<file path="config.mk">
export PLATFORM = sky130hd
export DESIGN_NAME = ff_bank_flat
export DESIGN_NICKNAME = d
export VERILOG_FILES = /design/src/rtl/ff_bank_if.sv /design/src/rtl/ff_bank.sv /design/src/flat_wrapper.sv
export SDC_FILE = /design/constraint.sdc
export NUM_CORES = 1
export LEC_CHECK = 0
export CAP_MARGIN = 20
export CELL_PAD_IN_SITES_DETAIL_PLACEMENT = 1
export CELL_PAD_IN_SITES_GLOBAL_PLACEMENT = 1
export CORE_UTILIZATION = 29
export DETAILED_ROUTE_END_ITERATION = 10
export GPL_TIMING_DRIVEN = 0
export PLACE_DENSITY_LB_ADDON = 0.25
export SYNTH_ARGS = -nofsm -noshare
export SYNTH_HDL_FRONTEND = slang
export SYNTH_SLANG_ARGS = --single-unit
export TNS_END_PERCENT = 50
</file>
<file path="constraint.sdc">
create_clock -name clk -period 1.2 [get_ports clk]
set_input_delay 0.3 -clock clk [delete_from_list [all_inputs] [get_ports clk]]
set_output_delay 0.3 -clock clk [all_outputs]
set_load 0.05 [all_outputs]
</file>
<file path="src/rtl/ff_bank_if.sv">
// Interface bundle for the ff_bank flip-flop array: per-bit controls in,
// registered state and status out.
interface ff_bank_if #(
    parameter int WIDTH = 8
);
    logic             en;
    logic [1:0]       mode;
    logic [WIDTH-1:0] j;
    logic [WIDTH-1:0] k;
    logic             clr_err;
    logic [WIDTH-1:0] q;
    logic [WIDTH-1:0] qc;
    logic [WIDTH-1:0] chg;
    logic             sr_err;

    modport master (
        output en, mode, j, k, clr_err,
        input  q, qc, chg, sr_err
    );

    modport slave (
        input  en, mode, j, k, clr_err,
        output q, qc, chg, sr_err
    );
endinterface

</file>
<file path="src/rtl/ff_bank.sv">
// Bank of WIDTH independent flip-flops with a shared, runtime-selectable type
// (JK / D / T / SR), per-bit change pulses and a sticky illegal-SR flag.
module ff_bank #(
    parameter int               WIDTH   = 8,
    parameter logic [WIDTH-1:0] RST_VAL = {WIDTH{1'b0}}
) (
    input  logic       clk,
    input  logic       rst_n,
    ff_bank_if.slave   bus
);
    localparam logic [1:0] MODE_JK = 2'b00;
    localparam logic [1:0] MODE_D  = 2'b01;
    localparam logic [1:0] MODE_T  = 2'b10;
    localparam logic [1:0] MODE_SR = 2'b11;

    logic [WIDTH-1:0] q_r;
    logic [WIDTH-1:0] chg_r;
    logic             sr_err_r;
    logic [WIDTH-1:0] q_next_s;
    logic             err_set_s;

    // Next-state selection; the mode is used on the edge it is sampled.
    always_comb begin
        q_next_s  = q_r;
        err_set_s = 1'b0;
        if (bus.en) begin
            case (bus.mode)
                MODE_JK: q_next_s = (bus.j & ~q_r) | (~bus.k & q_r);
                MODE_D:  q_next_s = bus.j;
                MODE_T:  q_next_s = q_r ^ bus.j;
                MODE_SR: begin
                    // S=R=1 holds the bit and raises the error flag
                    q_next_s  = (q_r | (bus.j & ~bus.k)) & ~(bus.k & ~bus.j);
                    err_set_s = |(bus.j & bus.k);
                end
                default: q_next_s = q_r;
            endcase
        end else begin
            q_next_s  = q_r;
            err_set_s = 1'b0;
        end
    end

    // State, change-pulse and sticky error registers with synchronous reset.
    always_ff @(posedge clk) begin
        if (!rst_n) begin
            q_r      <= RST_VAL;
            chg_r    <= {WIDTH{1'b0}};
            sr_err_r <= 1'b0;
        end else begin
            q_r      <= q_next_s;
            chg_r    <= q_next_s ^ q_r;
            sr_err_r <= err_set_s | (sr_err_r & ~bus.clr_err);
        end
    end

    assign bus.q      = q_r;
    assign bus.qc     = ~q_r;
    assign bus.chg    = chg_r;
    assign bus.sr_err = sr_err_r;
endmodule

</file>
<file path="src/flat_wrapper.sv">
// flat-port wrapper written by rule: the top's interface ports become plain ports
module ff_bank_flat 
#(
    parameter int               WIDTH   = 8,
    parameter logic [WIDTH-1:0] RST_VAL = {WIDTH{1'b0}}
)
  (clk, rst_n, bus_en, bus_mode, bus_j, bus_k, bus_clr_err, bus_q, bus_qc, bus_chg, bus_sr_err);
  ff_bank_if #(.WIDTH(WIDTH)) bus_i ();
  input  logic clk;
  input  logic rst_n;
  input wire logic [$bits(bus_i.en)-1:0] bus_en;
  input wire logic [$bits(bus_i.mode)-1:0] bus_mode;
  input wire logic [$bits(bus_i.j)-1:0] bus_j;
  input wire logic [$bits(bus_i.k)-1:0] bus_k;
  input wire logic [$bits(bus_i.clr_err)-1:0] bus_clr_err;
  output wire logic [$bits(bus_i.q)-1:0] bus_q;
  output wire logic [$bits(bus_i.qc)-1:0] bus_qc;
  output wire logic [$bits(bus_i.chg)-1:0] bus_chg;
  output wire logic [$bits(bus_i.sr_err)-1:0] bus_sr_err;
  assign bus_i.en = bus_en;
  assign bus_i.mode = bus_mode;
  assign bus_i.j = bus_j;
  assign bus_i.k = bus_k;
  assign bus_i.clr_err = bus_clr_err;
  assign bus_q = bus_i.q;
  assign bus_qc = bus_i.qc;
  assign bus_chg = bus_i.chg;
  assign bus_sr_err = bus_i.sr_err;
  ff_bank #(.WIDTH(WIDTH), .RST_VAL(RST_VAL)) u_core (.clk(clk), .rst_n(rst_n), .bus(bus_i));
endmodule
</file>
==> results of run 1 <==
## metal layers
metal | wire length (µm) | GRT usage [%] | vias up
li1 | - | - | 755
met1 | 2260 | 25.8 | 773
met2 | 2690 | 37.0 | 45
met3 | 223 | 4.62 | 6
met4 | 62 | 8.89 | 0
met5 | 0 | 0 | -
## registers in the layout, indices dropped and copies added (netlist names)
name and count:
u_core.bus.chg 8, u_core.bus.q 8, u_core.bus.sr_err 1
## worst max-delay path, stage by stage, from the launching register on
cell        delay (ns)
dfxtp_4           0.35
buf_6             0.12
clkinvlp_4        0.09
buf_6             0.15
## cell usage in the layout, fill, tap and decap left out, types with 4 or more instances in the layout
master         count
dfxtp_1            9
and3b_1            4
nand2b_1          10
nand2_1           15
nor2b_1            5
buf_8              6
nor2_1             4
nand3_1           10
o21a_1             4
buf_6             14
clkinvlp_4         7
a21oi_1           10
dlygate4sd2_1     15
buf_4             13
or3_1              4
a221oi_2           6
buf_2             13
mux2i_1            6
dfxtp_4            8
## cells in the mapped netlist (3+ instances only)
| library cell | n | area (µm²) |
|---|---|---|
| mux2i_1 | 6 | 60.1 |
| and3b_1 | 4 | 35.0 |
| o311ai_0 | 3 | 26.3 |
| a21o_1 | 3 | 22.5 |
| nand3b_1 | 3 | 22.5 |
| a221o_1 | 3 | 30.0 |
| o32ai_1 | 4 | 35.0 |
| nand2_1 | 17 | 63.8 |
| o22ai_1 | 3 | 18.8 |
| nor2_1 | 4 | 15.0 |
| nand2b_1 | 10 | 62.6 |
| nand3_1 | 10 | 50.1 |
| buf_6 | 4 | 45.0 |
| nor4_1 | 3 | 18.8 |
| a22oi_1 | 4 | 30.0 |
| buf_2 | 5 | 25.0 |
| inv_1 | 9 | 33.8 |
| o221ai_1 | 3 | 26.3 |
| xor2_1 | 3 | 26.3 |
| nor2b_1 | 5 | 31.3 |
| a221oi_1 | 7 | 61.3 |
| dfxtp_1 | 17 | 340 |
| o21a_1 | 4 | 30.0 |
| o21ai_0 | 3 | 15.0 |
| or3_1 | 4 | 25.0 |
| a21oi_1 | 12 | 60.1 |
## cell type report
class	count	area share, %
flip-flops and latches	17	17.7
repair buffers	55	22.4
multi-input cells	128	44.2
plain buffers	14	7.34
inverters	10	3.16
well taps	52	3.10
clock buffers	4	2.15
## stage by stage
stage               util [%]  hold WS, ns  setup slack [ns]  TNS, ns  std cells
CTS                     46.0        0.460           -0.0804   -0.342        277
finish                  47.8        0.472           -0.0649   -0.220        280
detailed placement      43.6        0.521            -0.615   -15.28        265
global route            47.8        0.496           -0.0990   -0.567        280
global placement        43.6        0.506            -0.613   -14.58        265
floorplan                  -        0.467            -0.150   -0.375        169
## timing repair
item / in CTS / in global routing
hold buffers: 0 / 0
gates cloned: 0 / 1
gates resized for setup: 180 / 15
endpoints found under the setup margin: 42 / 25
buffers inserted: 8 / 2
pin swaps: 3 / 4
## worst max-delay path by stage
stage | from | to | slack (ns) | cells after the start
final | u_core.bus.q[4]$_SDFF_PN0_ | bus_qc[4] | -0.06 | 3
after global routing | u_core.bus.q[4]$_SDFF_PN0_ | bus_qc[4] | -0.1 | 3
after CTS | u_core.bus.q[4]$_SDFF_PN0_ | bus_qc[4] | -0.08 | 3
after detailed placement | bus_mode[0] | u_core.bus.q[6]$_SDFF_PN0_ | -0.62 | 6
after global placement | bus_mode[0] | u_core.bus.q[5]$_SDFF_PN0_ | -0.61 | 5
after floorplan | u_core.bus.q[4]$_SDFF_PN0_ | u_core.bus.chg[4]$_SDFF_PN0_ | -0.15 | 4
## power by group
group          internal [mW]  switching (mW)  leakage (nW)
sequential             0.593          0.0261         0.145
clock                  0.236           0.230        0.0228
combinational          0.314           0.491         0.723
total                   1.14           0.746         0.890
## logic make-up after synthesis
group                     Yosys count
xor gates and xnor gates            3
DFF                                17
AOI/OAI and AO/OA                  52
buffers and inverters              24
muxes                               6
and+or+nand+nor                    67
==> results.md, run 1 <==
* Critical path endpoint category: output port
* # H-tree levels at 1
* Root buf cell: clkbuf_8
* Reg2Reg Depth at 5
* Synth Area in Simple Gates at 28.1%
* R2r startpoint: u_core.bus.q[5]$_SDFF_PN0_
* Worst-Margin Slew at 0.470 ns
* Most used DFF post-synth: dfxtp_1
* Post-synthesis xor/xnor area fraction at 1.97%
* Std cell rows at 24
* Core Area at 4380 µm²
* Post-Route WL at 5230 µm
* Pwr Density at 901 nW/µm²
* Tcrit/Tclk final at 105%
* Number of global-route vias before repair at 1716
* Fillers at 522
* Sequential area share after synthesis at 25.5%
* Congestion Overflow GR at 0
* RSZ-0062 raised after global routing: yes
* Main combinational cell family by area after synthesis: compound AO/OA/AOI/OAI gates
* Critical Path AT at 0.96 ns
* 1st-pass router iterations at 4
* Hold path start: rst_n
* Area delta synth->final at 56.9%
* Ant. Diodes at 0
* Yosys warning count at 0
* Failing checks: setup timing
* Final WS setup at -0.0649 ns
* Hold Path Sink: u_core.bus.q[5]$_SDFF_PN0_
* HP Class: input port to flop
* Max Slew Vio Count at 0
* Worst-path clk slew at 0.08 ns
* Die Y at 69.9 µm
* Synth Register Bits at 17
* Wire per inst at 18.7 µm
* EDFF count, synth at 0
* Complex-gate fraction of the synthesized area at 29.1%
* Leakage power at 0.890 nW
* Mean post-synth cell area at 7.91 µm²
* Overall power at 1.89 mW
* # setup viols final at 6
* Hold path depth at 3
* GP Congestion at 0.830
* Cells after synthesis at 169
* Post-synth ARST share at 0%
* Total GRT Usage at 21.5%
* Num CTS Buffers at 3
* R2R Setup Slk at -0.03 ns
* CP required at 0.90 ns
* Fmax at 791 MHz
* Syn Nets at 191
* Status: complete, but fails checks
* DRC at 0
* Area of the multi-input gates at 927 µm²
* Vias at 1579
* Mapped Area at 1340 µm²
* First-pass GRT wire length at 8490 µm
* Worst-path fanout max at 7
* Final Hold Violating Endpoints at 0
* CP startpoint kind: flop
* Critical path class: flop to output port
* Max_cap viols at 0
* Initial Utilization at 30.5%
* Initial DRC count at 58
* IO Pins at 47
* Clock Tree Buf Depth at 2
* Final min period at 1.26 ns
* Reg-to-reg endpoint: u_core.bus.chg[5]$_SDFF_PN0_
* Peak supply drop at 384 µV
* CTS Sinks at 17
* Antenna-violating nets left at 0
* Pin count of the biggest net entering global routing at 11
* Port Buffers at 44
* Post-synth cell types at 38
* Dpl hpwl at 3610 µm
* DIE AREA at 4880 µm²
* Antenna violations before repair at 0
* Layout cell share with drive strength beyond 1 at 37.7%
* CTS tree: built
* Placed cell areas at 1910 µm²
* Post-Synth Adder-Cell Area at 0%
* Multiplexer share of the synthesized area at 4.49%
* Sequential Area at 370 µm²
* Clk_skew at 0.000617 ns
* Clk_lat worst skew at 0.25 ns
* Die width at 69.9 µm
* Max-slew headroom at 68.7%
* Finished Cell Area at 2100 µm²
* Vias/cell at 5.64
* Final nets at 251
Power figures use the tool's default switching activity.
==> run 2, diff against run 1 <==
- GPL_TIMING_DRIVEN: 0 -> default
==> run 2 against run 1 <==
  * The flow still finishes with violations (setup timing)
  * Clock skew increased by 0.0053 ns
  * Register-to-register slack improved by 0.06 ns
  * Sequential cell count unchanged
  * Critical path depth decreased by 1
  * Power increased by 10%
  * Non-clock buffer count increased by 16
  * Setup slack improved by 0.025 ns
  * Core utilization increased by 9.8 points
  * Wire length increased by 0.34%
  * Critical endpoint is now bus_qc[3]
==> results.md, run 2 (synthesis results as in run 1) <==
* Port Buffers at 46 (was 44)
* Most frequent cells in the layout: buf_12 (28), buf_4 (28), dlygate4sd2_1 (17), nand2_1 (16), nand3_1 (10) (was nand2_1 (15), dlygate4sd2_1 (15), buf_6 (14), buf_2 (13), buf_4 (13))
* Vias at 1670 (was 1579)
* Antenna-violating nets left at 0 (unchanged)
* Root buf cell: clkbuf_8 (unchanged)
* Wire per inst at 17.7 µm (was 18.7 µm)
* Initial Utilization at 30.5% (unchanged)
* 1st-pass router iterations at 4 (unchanged)
* CTS tree: built (unchanged)
* Max-slew headroom at 78.5% (was 68.7%)
* Final min period at 1.24 ns (was 1.26 ns)
* R2R Setup Slk at 0.03 ns (was -0.03 ns)
* Overall power at 2.08 mW (was 1.89 mW)
* CP startpoint kind: flop (unchanged)
* Final WS setup at -0.0403 ns (was -0.0649 ns)
* Initial DRC count at 45 (was 58)
* Hold Path Sink: u_core.bus.sr_err$_SDFF_PN0_ (was u_core.bus.q[5]$_SDFF_PN0_)
* Critical path depth at 2 (was 3)
* Max Slew Vio Count at 0 (unchanged)
* Fmax at 806 MHz (was 791 MHz)
* IO Pins at 47 (unchanged)
* # H-tree levels at 1 (unchanged)
* DIE AREA at 4880 µm² (unchanged)
* Status: complete, but fails checks (unchanged)
* Post-Route WL at 5250 µm (was 5230 µm)
* Worst-path clk slew at 0.08 ns (about the same)
* Clock Tree Buf Depth at 2 (unchanged)
* # setup viols final at 6 (unchanged)
* Slowest Stage Delay on Critical Path at 0.40 ns (was 0.35 ns)
* Congestion Overflow GR at 0 (unchanged)
* RSZ-0062 raised after global routing: yes (unchanged)
* Reg-to-reg endpoint: u_core.bus.chg[5]$_SDFF_PN0_ (unchanged)
* Num CTS Buffers at 3 (unchanged)
* Ant. Diodes at 0 (unchanged)
* Placed insts at 274 (was 265)
* Die Y at 69.9 µm (unchanged)
* Number of global-route vias before repair at 1716 (unchanged)
* Placed cell areas at 2230 µm² (was 1910 µm²)
* R2r startpoint: u_core.bus.q[5]$_SDFF_PN0_ (unchanged)
* CP required at 0.90 ns (about the same)
* Peak supply drop at 387 µV (was 384 µV)
* Hold path start: bus_mode[0] (was rst_n)
* GP Congestion at 0.834 (was 0.830)
* Post-Place Worst Slack at -0.580 ns (was -0.615 ns)
* Max_cap viols at 0 (unchanged)
* Tcrit/Tclk final at 103% (was 105%)
* Clk_lat worst skew at 0.26 ns (was 0.25 ns)
* CTS Sinks at 17 (unchanged)
* Core Area at 4380 µm² (unchanged)
* Final std cells w/o fill at 296 (was 280)
* Pwr Density at 823 nW/µm² (was 901 nW/µm²)
* Worst-Margin Slew at 0.318 ns (was 0.470 ns)
* Std cell rows at 24 (unchanged)
* HP Class: input port to flop (unchanged)
* Area delta synth->final at 89.0% (was 56.9%)
* Vias/cell at 5.64 (about the same)
* First-pass GRT wire length at 8450 µm (was 8490 µm)
* CP cell instances: clkinvlp_4 -> buf_12 (was buf_6 -> clkinvlp_4 -> buf_6)
* Reg2Reg Depth at 4 (was 5)
* # hold bufs at CTS at 0 (unchanged)
* Dpl hpwl at 3420 µm (was 3610 µm)
* Clk_skew at 0.00593 ns (was 0.000617 ns)
* Worst-path fanout max at 5 (was 7)
* Total GRT Usage at 21.6% (was 21.5%)
* Antenna violations before repair at 0 (unchanged)
* Critical path endpoint category: output port (unchanged)
* Hold path depth at 3 (unchanged)
* Pin count of the biggest net entering global routing at 29 (was 11)
* CP max stage cell: dfxtp_4 (unchanged)
* Final core utilization at 57.6% (was 47.8%)
* Final Hold Violating Endpoints at 0 (unchanged)
* Critical path class: flop to output port (unchanged)
* Leakage power at 1.06 nW (was 0.890 nW)
* Failing checks: setup timing (unchanged)
* Final nets at 267 (was 251)
* Critical path buffers and inverters at 2 (was 3)
* Delay-heaviest family, CP: flip-flops (was buffers and inverters)
* Layout cell share with drive strength beyond 1 at 42.6% (was 37.7%)
* Die width at 69.9 µm (unchanged)
* Critical Path AT at 0.94 ns (was 0.96 ns)
* Finished Cell Area at 2530 µm² (was 2100 µm²)
* DRC at 0 (unchanged)
==> run 2: changes by cell type in the layout (fill, tap and decap cells not counted), sizes merged <==
| cell | delta |
|---|---|
| buf | +18 |
| clkbuf | -3 |
| dlygate4sd2 | +2 |
| clkdlybuf4s15 | -1 |
| clkinv | +1 |
| dlymetal6s2s | -1 |
==> run 2: worst reg2reg max path, stage by stage, from the launching register on <==
cell	delay, ns
dfxtp_4	0.38
buf_6	0.14
xor2_1	0.15
a221o_1	0.30
a21oi_1	0.13
==> run 2: worst max path at each step <==
stage                                   end                        from
2_1_floorplan  u_core.bus.chg[4]$_SDFF_PN0_  u_core.bus.q[4]$_SDFF_PN0_
3_3_place_gp   u_core.bus.chg[2]$_SDFF_PN0_                 bus_mode[0]
3_5_place_dp   u_core.bus.chg[2]$_SDFF_PN0_                 bus_mode[0]
4_1_cts                           bus_qc[2]  u_core.bus.q[2]$_SDFF_PN0_
5_1_grt          u_core.bus.q[4]$_SDFF_PN0_                      bus_en
6_report                          bus_qc[3]  u_core.bus.q[3]$_SDFF_PN0_
==> run 2: report_power, final <==
group / leakage, nW / switching [mW] / internal [mW]
registers: 0.145 / 0.0507 / 0.594
clock network: 0.0255 / 0.231 / 0.232
logic: 0.887 / 0.493 / 0.479
total: 1.06 / 0.775 / 1.30
==> run 2: area by class of cell <==
class | instances | area [µm²]
clock buffers | 3 | 41.3
clock inverters | 1 | 5.00
fillers | 488 | 1860
inverters | 10 | 63.8
multi-input cells | 128 | 922
flip-flops and latches | 17 | 370
well taps | 52 | 65.1
repair buffers | 85 | 1060
==> run 2: routing by layer <==
metal	wire length (µm)	part of all wire [%]	global-route usage (%)
met5	0	0	0
met4	68	1.3	6.22
met3	198	3.8	2.45
met1	2240	43	27.5
met2	2750	52	38.4
==> run 2: what timing repair did <==
item,4_1_cts,5_1_grt
gates resized for setup,36,19
setup buffers,7,10
setup endpoints to repair,25,27
pin swaps,4,3
cloned,1,0
==> run 2: per-stage QoR <==
step / hold WS [ns] / setup TNS (ns)
5_1_grt: 0.541 / -0.494
2_1_floorplan: 0.467 / -0.375
3_5_place_dp: 0.546 / -8.21
4_1_cts: 0.570 / -0.308
6_report: 0.527 / -0.155
3_3_place_gp: 0.530 / -7.22
==> run 3, diff against run 2 <==
- PLACE_DENSITY: default -> 0.76
- PLACE_DENSITY_LB_ADDON: 0.25 -> default
==> run 3 against run 2 <==
  * The run still ends with setup timing left
  * Clock-buffer cell count stayed put
  * Wire length rose by 8.7%
  * Power rose by 2.0%
  * Sequential share of layout area shrank 0.12 points
  * Die area unchanged
  * Critical path type unchanged
  * Largest cell class unchanged
==> results.md, run 3 (synthesis results as in run 1) <==
* Status: complete, but fails checks (unchanged)
* Failing checks: setup timing (unchanged)
* Clock Tree Buf Depth at 2 (unchanged)
* Std cell rows at 24 (unchanged)
* Pin count of the biggest net entering global routing at 19 (was 29)
* Final WS setup at -0.0493 ns (was -0.0403 ns)
* Hold Path Sink: u_core.bus.chg[6]$_SDFF_PN0_ (was u_core.bus.sr_err$_SDFF_PN0_)
* Ant. Diodes at 0 (unchanged)
* RSZ-0062 raised after global routing: yes (unchanged)
* Reg2Reg Depth at 4 (unchanged)
* Post-Place Worst Slack at -0.523 ns (was -0.580 ns)
* Max-slew headroom at 77.5% (was 78.5%)
* Root buf cell: clkbuf_8 (unchanged)
* 1st-pass router iterations at 4 (unchanged)
* Clk_lat worst skew at 0.27 ns (was 0.26 ns)
* Number of global-route vias before repair at 1740 (was 1716)
* Port Buffers at 46 (unchanged)
* Area of the multi-input gates at 947 µm² (was 922 µm²)
* Post-Route Setup TNS at -0.256 ns (was -0.155 ns)
* DRC at 0 (unchanged)
* Wire per inst at 19.8 µm (was 17.7 µm)
* Worst-Margin Slew at 0.332 ns (was 0.318 ns)
* Num CTS Buffers at 3 (unchanged)
* Sequential Area at 370 µm² (unchanged)
* Critical Path AT at 0.95 ns (was 0.94 ns)
* # setup viols final at 11 (was 6)
* # hold bufs at CTS at 0 (unchanged)
* Placed cell areas at 2200 µm² (was 2230 µm²)
* Antenna-violating nets left at 0 (unchanged)
* Fmax at 800 MHz (was 806 MHz)
* # H-tree levels at 1 (unchanged)
* First-pass GRT wire length at 8910 µm (was 8450 µm)
* Tcrit/Tclk final at 104% (was 103%)
* Post-Route WL at 5710 µm (was 5250 µm)
* Critical path class: flop to output port (unchanged)
* Clk_skew at 0.0114 ns (was 0.00593 ns)
* CTS tree: built (unchanged)
* HP Class: flop to flop (was input port to flop)
* Congestion Overflow GR at 0 (unchanged)
* Vias/cell at 5.87 (was 5.64)
* CP cell instances: clkinvlp_4 -> buf_12 (unchanged)
* Leakage power at 1.05 nW (was 1.06 nW)
* Worst-path clk slew at 0.09 ns (was 0.08 ns)
* IO Pins at 47 (unchanged)
* Max Slew Vio Count at 0 (unchanged)
* Slowest Stage Delay on Critical Path at 0.40 ns (about the same)
* Most common cell after layout, fill and taps aside: buf_12
* Most frequent cells in the layout: buf_12 (29), buf_4 (20), nand2_1 (16), dlygate4sd2_1 (15), nand3_1 (10) (was buf_12 (28), buf_4 (28), dlygate4sd2_1 (17), nand2_1 (16), nand3_1 (10))
* CP required at 0.90 ns (about the same)
* Dpl hpwl at 3300 µm (was 3420 µm)
* Final min period at 1.25 ns (was 1.24 ns)
* Die width at 69.9 µm (unchanged)
* GP Congestion at 0.770 (was 0.834)
* Die Y at 69.9 µm (unchanged)
* CP max stage cell: dfxtp_4 (unchanged)
* DIE AREA at 4880 µm² (unchanged)
* Finished Cell Area at 2550 µm² (was 2530 µm²)
* CP startpoint kind: flop (unchanged)
* Pwr Density at 834 nW/µm² (was 823 nW/µm²)
* Area delta synth->final at 90.5% (was 89.0%)
* CTS Sinks at 17 (unchanged)
* Worst-path fanout max at 5 (unchanged)
* Vias at 1695 (was 1670)
* Peak supply drop at 503 µV (was 387 µV)
* Initial Utilization at 30.5% (unchanged)
* Reg-to-reg endpoint: u_core.bus.chg[0]$_SDFF_PN0_ (was u_core.bus.chg[5]$_SDFF_PN0_)
* Layout cell share with drive strength beyond 1 at 42.2% (was 42.6%)
* Max_cap viols at 0 (unchanged)
* Fillers at 466 (was 488)
* Core Area at 4380 µm² (unchanged)
* Antenna violations before repair at 0 (unchanged)
* Final nets at 260 (was 267)
* R2R Setup Slk at -0.02 ns (was 0.03 ns)
* Critical path endpoint category: output port (unchanged)
* Initial DRC count at 88 (was 45)
* Final Hold Violating Endpoints at 0 (unchanged)
* Hold path start: u_core.bus.q[6]$_SDFF_PN0_ (was bus_mode[0])
* Total GRT Usage at 23.1% (was 21.6%)
* R2r startpoint: u_core.bus.q[0]$_SDFF_PN0_ (was u_core.bus.q[5]$_SDFF_PN0_)
* Hold path depth at 2 (was 3)
## run 3: where the power goes
group | internal (mW) | total [mW] | switching (mW)
sequential | 0.594 | 0.642 | 0.0482
clock | 0.232 | 0.480 | 0.247
combinational | 0.487 | 1.00 | 0.514
total | 1.31 | 2.12 | 0.809
## run 3: final cells by class
class	count	area share, %
clock buffers	3	1.62
clock inverters	1	0.197
inverters	10	2.60
multi-input cells	128	37.2
flip-flops and latches	17	14.5
well taps	52	2.56
repair buffers	78	41.3
## run 3: worst max-delay path by stage
stage	start	to	slack, ns	cells after the start
6_report	u_core.bus.q[2]$_SDFF_PN0_	bus_qc[2]	-0.05	2
5_1_grt	u_core.bus.q[2]$_SDFF_PN0_	bus_qc[2]	-0.08	2
4_1_cts	u_core.bus.q[2]$_SDFF_PN0_	bus_qc[2]	-0.05	2
3_5_place_dp	bus_mode[0]	u_core.bus.q[4]$_SDFF_PN0_	-0.52	6
3_3_place_gp	bus_mode[1]	u_core.bus.q[7]$_SDFF_PN0_	-0.45	5
2_1_floorplan	u_core.bus.q[4]$_SDFF_PN0_	u_core.bus.chg[4]$_SDFF_PN0_	-0.15	4
## run 3: per-layer routing
metal  vias to the layer above  GRT usage, %  share of wire (%)
met3                        16          3.17                4.0
li1                        772             -                  -
met2                        58          39.2                 50
met4                         0          12.2                3.1
met5                         -             0                  0
met1                       849          28.1                 43
## run 3: critical path, delay by kind of cell, from the launching register on
family / cells / cell delay (ns)
flip-flops: 1 / 0.40
buffers and inverters: 2 / 0.28
## run 3: timing repair
action | in CTS | in global routing
setup endpoints to repair | 25 | 24
gates cloned | 2 | 0
resized for setup | 39 | 15
setup buffers | 10 | 4
pin swaps | 9 | 3
## run 3: per-stage QoR
step	instances	power, mW	hold WS (ns)	util (%)
finish	289	2.12	0.549	58.1
CTS	285	2.06	0.554	56.6
floorplan	169	1.09	0.467	-
global route	289	2.20	0.575	58.1
detailed placement	269	1.51	0.532	50.3
global placement	269	1.49	0.528	50.3
